`src/rtl/wrr_dispatcher.sv`:
```
// Weighted round-robin dispatcher: routes a single beat stream onto WIDTH output
// registers. Each port owns a credit counter loaded from its field of `credits`;
// the lowest-index free port with credit takes the next beat and spends one credit.
// When every counter has been spent, all counters reload from `credits` in the same
// cycle, so dispatch never stalls on reload.
//
// Optional feature (macro WRR_DISPATCHER_FALLBACK_EN): when no free port has credit,
// the lowest-index free port takes the beat without spending credit (work-conserving).
// Without the macro, beats are only sent to ports holding credit.
//
// Ports:
//   clk, rst      clock, synchronous active-high reset
//   credits       packed per-port weights, port i in [CREDIT_WIDTH*(i+1)-1 : CREDIT_WIDTH*i]
//   in_valid      source beat valid
//   in_data       source beat
//   in_ready      source beat accepted when high together with in_valid
//   out_valid     per-port beat held
//   out_data      per-port beat, port i in slice i
//   out_ready     per-port sink consume
//   dispatch_sel  registered one-hot of the port that took the last accepted beat
//   credit_avail  per-port counter nonzero
module wrr_dispatcher #(
  parameter int unsigned WIDTH        = 4,
  parameter int unsigned CREDIT_WIDTH = 4,
  parameter int unsigned DATA_WIDTH   = 32,
  parameter int unsigned TOTAL_WIDTH  = CREDIT_WIDTH * WIDTH
) (
  input  logic                        clk,
  input  logic                        rst,
  input  logic [TOTAL_WIDTH-1:0]      credits,
  input  logic                        in_valid,
  input  logic [DATA_WIDTH-1:0]       in_data,
  output logic                        in_ready,
  output logic [WIDTH-1:0]            out_valid,
  output logic [DATA_WIDTH*WIDTH-1:0] out_data,
  input  logic [WIDTH-1:0]            out_ready,
  output logic [WIDTH-1:0]            dispatch_sel,
  output logic [WIDTH-1:0]            credit_avail
);

  logic [CREDIT_WIDTH-1:0]     cnt_q [WIDTH];
  logic [CREDIT_WIDTH-1:0]     cnt_d [WIDTH];
  logic [WIDTH-1:0]            out_valid_q;
  logic [DATA_WIDTH*WIDTH-1:0] out_data_q;
  logic [WIDTH-1:0]            dispatch_sel_q;

  logic [WIDTH-1:0] free;
  logic [WIDTH-1:0] primary;
  logic [WIDTH-1:0] fallback;
  logic [WIDTH-1:0] sel;
  logic             take_primary;
  logic             accept;
  logic             all_zero;

  always_comb begin
    for (int i = 0; i < WIDTH; i++) begin
      credit_avail[i] = |cnt_q[i];
    end
  end

  assign free    = ~out_valid_q | out_ready;
  assign primary = free & credit_avail;

`ifdef WRR_DISPATCHER_FALLBACK_EN
  assign fallback = free;
`else
  assign fallback = '0;
`endif

  assign take_primary = |primary;

  // x & -x isolates the lowest set bit.
  always_comb begin
    sel = '0;
    if (take_primary) begin
      sel = primary & (~primary + WIDTH'(1));
    end else begin
      sel = fallback & (~fallback + WIDTH'(1));
    end
  end

  assign in_ready = (|sel) & ~rst;
  assign accept   = in_valid & in_ready;

  // Spend one credit on a primary acceptance; reload everything once the last
  // credit is gone (this also holds zero counters at zero when credits are zero).
  always_comb begin
    all_zero = 1'b1;
    for (int i = 0; i < WIDTH; i++) begin
      cnt_d[i] = cnt_q[i] - CREDIT_WIDTH'(accept & take_primary & sel[i]);
      if (cnt_d[i] != '0) begin
        all_zero = 1'b0;
      end
    end
    if (all_zero) begin
      for (int i = 0; i < WIDTH; i++) begin
        cnt_d[i] = credits[CREDIT_WIDTH*i +: CREDIT_WIDTH];
      end
    end
  end

  always_ff @(posedge clk) begin
    if (rst) begin
      for (int i = 0; i < WIDTH; i++) begin
        cnt_q[i] <= credits[CREDIT_WIDTH*i +: CREDIT_WIDTH];
      end
      out_valid_q    <= '0;
      dispatch_sel_q <= '0;
    end else begin
      for (int i = 0; i < WIDTH; i++) begin
        cnt_q[i] <= cnt_d[i];
        if (accept && sel[i]) begin
          out_valid_q[i] <= 1'b1;
        end else if (out_ready[i]) begin
          out_valid_q[i] <= 1'b0;
        end
      end
      dispatch_sel_q <= accept ? sel : '0;
    end
  end

  // Beat storage carries no reset; validity lives in out_valid_q.
  always_ff @(posedge clk) begin
    for (int i = 0; i < WIDTH; i++) begin
      if (accept && sel[i]) begin
        out_data_q[DATA_WIDTH*i +: DATA_WIDTH] <= in_data;
      end
    end
  end

  assign out_valid    = out_valid_q;
  assign out_data     = out_data_q;
  assign dispatch_sel = dispatch_sel_q;

endmodule

```
`config.mk`:
```
export PLATFORM = sky130hd
export DESIGN_NAME = wrr_dispatcher
export DESIGN_NICKNAME = d
export VERILOG_FILES = /design/src/rtl/wrr_dispatcher.sv
export SDC_FILE = /design/constraint.sdc
export NUM_CORES = 1
export LEC_CHECK = 0
export ABC_AREA = 1
export CORE_AREA = 2 2 112 114
export DETAILED_ROUTE_END_ITERATION = 16
export DIE_AREA = 0 0 114 116
export PLACE_DENSITY = 0.75
export SLEW_MARGIN = 0
export SYNTH_ARGS = -nofsm -noshare
export SYNTH_HDL_FRONTEND = slang
export SYNTH_SLANG_ARGS = --single-unit
```
`constraint.sdc`:
```
create_clock -name clk -period 5.2 [get_ports clk]
set_input_delay 0.78 -clock clk [delete_from_list [all_inputs] [get_ports clk]]
set_output_delay 0.78 -clock clk [all_outputs]
set_load 0.05 [all_outputs]
```
==> metrics.md <==
| Metric | Value |
|---|---|
| # hold bufs at CTS | 0 |
| TritonCTS Buffers | 17 |
| CORE AREA | 11,910 um2 |
| R2R cell count | 19 |
| RSZ-0062 raised after global routing | no |
| Clk Latency, worst-skew pair | about 0.4 ns |
| Final non-filler cell total | 705 |
| Pre-CTS WS | ~1.1 ns |
| Area share of fa/ha/maj cells after synthesis | 1.938% |
| Initial Util | 43.36% |
| Reg2reg start | cnt_q[0][1] |
| Crit path time final | 3.683 ns |
| Critical path type | in -> reg |
| Post-synthesis compound-gate area fraction | 0.6056% |
| Fraction of layout cells with a size suffix above 1 | 8.065% |
| Antenna violations before repair | 0 |
| Synth Register Bits | between 150 and 200 |
| Detailed-route DRC error count | 0 |
| Dominant cells by area after synthesis | edfxtp_1 (74%), dfxtp_1 (9.3%), nand2_1 (4.9%), inv_1 (3.1%), ha_1 (1.9%) |
| Sw Pwr | ~620 uW |
| FF-to-FF End | cnt_q[3][1] |
| Synthesis-to-finish area growth | 52.66% |
| CP max FO | 18 |
| Synthesized area | just over 5000 um2 |
| Ys Warns | 0 |
| Leakage | 0.003027 uW |
| Period utilization | between 70% and 80% |
| TritonCTS clock tree | built |
| Fraction of the mapped netlist area in simple logic gates | roughly 10% |
| GR Util met2 | a little under a third |
| Tightest Pin Transition | just under 0.6 ns |
| Drt wl/cell | 17.39 um |
| Synth area leader | edfxtp_1 |
| Final hold viol count | 0 |
| Syn Nets | 393 |
| Cell Pwr Density | 353.6 nW/um2 |
| Cells after synthesis | 330 |
| Clk sinks | approximately 150 |
| Largest family of logic cells by synthesized area | simple AND/OR/NAND/NOR gates |
| Via count of the first global-routing pass | between 3,000 and 4,000 |
| Worst hold-check path type | reg -> reg |
| Seq/Total Area, Yosys | between 80% and 90% |
| GR met1 Demand/Resource | a little under a quarter |
| Post-DP HPWL | 8674 um |
| Die area | 13,220 um2 |
| Port Buffers | approximately 200 |
| Cell row count | 40 |
| WP data required | between 5 and 6 ns |
| Worst setup EP type | register |
| Synth cell types | 22 |
| Status | complete, no violations |
| Fmax | roughly 0.27 GHz |
| Max transition margin | between 60% and 70% |
| Ports | between 150 and 200 |
| Final antenna-violating net count | 0 |
| Clock Tree Buf Depth | 2 |
| Die Y | around 120 um |
| Die X | ~110 um |
| Vias/cell | ~4.8 |
| First-pass iteration count of the detailed router | 4 |
| Final design utilization | 66.20% |
| Setup Viol. Count Final | 0 |
| Startpoint of the worst hold path | out_valid[1] |
| Root Buffer | clkbuf_16 |
| Xor/xnor share of the synthesized area | 0% |
| Final WL | 12,260 um |
| First-pass GRT wire length | between 15,000 and 20,000 um |
| M3 GR Usage | under 10% |
| Worst R2R Setup Slack | around 2.4 ns |
| Internal power | roughly 2200 uW |
| Logic gate share of total power | under 10% |
| Dpl cells | slightly below 700 |
| RD Place Congestion | ~0.9 |
| Worst hold slack | around 0.5 ns |
| Slew Limit Fails | 0 |
| WHS Endpoint | out_valid[1] |
| GR Util All Layers | ~18% |
| Largest net degree at the start of global routing | 33 |
| Max Cap Viol | 0 |
| CTS resizes | 0 |
| Mean Syn Cell Area | approximately 16 um2 |
| Clock power share | about two fifths |
| Nets | 608 |
| Sum Neg Setup Slack | 0 ns |
| Reg clk slew, reported paths | about 0.060 ns |
| Worst Path Arrival | 4.03 ns |
| Vias | roughly 3,400 |
| Antenna cell count | 0 |
| Overflow after GRT | 0 |
| Initial drt markers | 220 |
| Max Clock Skew | 0.007240 ns |
| Hold path cells | 2 |
| Sw Share | about 22% |
| GR peak layer | met2 |
| Final worst slack | approximately 1.5 ns |
| H-tree levels | 4 |
| Mux share of post-synthesis cell area | 0% |
| Post-CTS Setup Inserts | 0 |
| Worst setup SP type | primary input |
| Share of the synthesized area in the top cell type | 74.42% |
| Reg power frac | between 40% and 50% |
| Worst vdd ir | between 150 and 200 uV |
[cell usage in the layout (no fill, tap or decap), drive strengths merged]
cell and instances:
nor3b 3, nand2 69, nand3b 3, clkdlybuf4s50 195, nand4 4, inv 43, clkinv 6, ha 8
clkinvlp 1, buf 5, edfxtp 128, a21oi 5, clkbuf 25, or2 3, nand3 14, a31oi 1
nor2 21, dfxtp 24
[worst max path at each step]
stage / startpoint / to / depth (start not counted)
3_5_place_dp: rst / cnt_q[0][2] / 14
4_1_cts: rst / cnt_q[0][2] / 14
5_1_grt: rst / cnt_q[0][2] / 14
3_3_place_gp: rst / cnt_q[3][1] / 14
2_1_floorplan: out_ready[0] / out_data[0] / 3
6_report: rst / cnt_q[3][1] / 14
[area by class of cell]
type / count / area, um2
well taps: 147 / 183.9
inverters: 43 / 161.4
flip-flops and latches: 152 / 4324
clock inverters: 7 / 38.79
repair buffers: 200 / 1989
clock buffers: 25 / 526.8
multi-input cells: 131 / 660.6
fillers: 858 / 4026
[synthesized netlist by cell type, drive strengths merged]
master,n
edfxtp,128
nand2,69
inv,42
dfxtp,24
nor2,21
nand3,14
ha,8
a21oi,5
nand4,4
nand3b,3
nor3b,3
or2,3
buf,2
clkbuf,2
a31oi,1
clkinv,1
[metal layers]
metal / share of wire [%] / vias to the layer above
met4: 1.3 / 0
met1: 42 / 1635
met5: 0 / -
met2: 49 / 190
li1: - / 1563
met3: 7.4 / 17
[power groups by stage]
stage | sequential (uW) | clock [uW] | combinational (uW)
floorplan | 1480 | 0 | 76.9
global placement | 1400 | 0 | 269
detailed placement | 1400 | 0 | 274
CTS | 1380 | 1160 | 275
global route | 1380 | 1210 | 292
finish | 1380 | 1140 | 274
[sequential cells by signal, summed over array words and instances, names as in the netlist]
| signal | cells |
|---|---|
| out_valid | 4 |
| out_data | 128 |
| dispatch_sel | 4 |
| cnt_q | 16 |
[metrics by stage]
stage               total power [uW]  area (um2)
floorplan                       1553        5165
global placement                1668        7320
detailed placement              1675        7320
CTS                             2810        7885
global route                    2882        7885
finish                          2788        7885
[cells by family after synthesis]
family / Yosys count
flip-flops: 152
AND/OR/NAND/NOR: 117
buffers and inverters: 47
adder cells (fa/ha/maj): 8
AO/OA/AOI/OAI: 6
[critical path: stages]
cell and delay (ns):
clkdlybuf4s50_1 0.71, clkinv_1 0.53, nand4_1 0.37, inv_1 0.07, ha_1 0.22, ha_1 0.30
nand2_1 0.06, nor2_1 0.10, nand4_1 0.09, nor2_2 0.14, nand3_2 0.24, nand2_4 0.26
nand2_1 0.10, nand2_1 0.06
(Power assumes the default switching activity.)
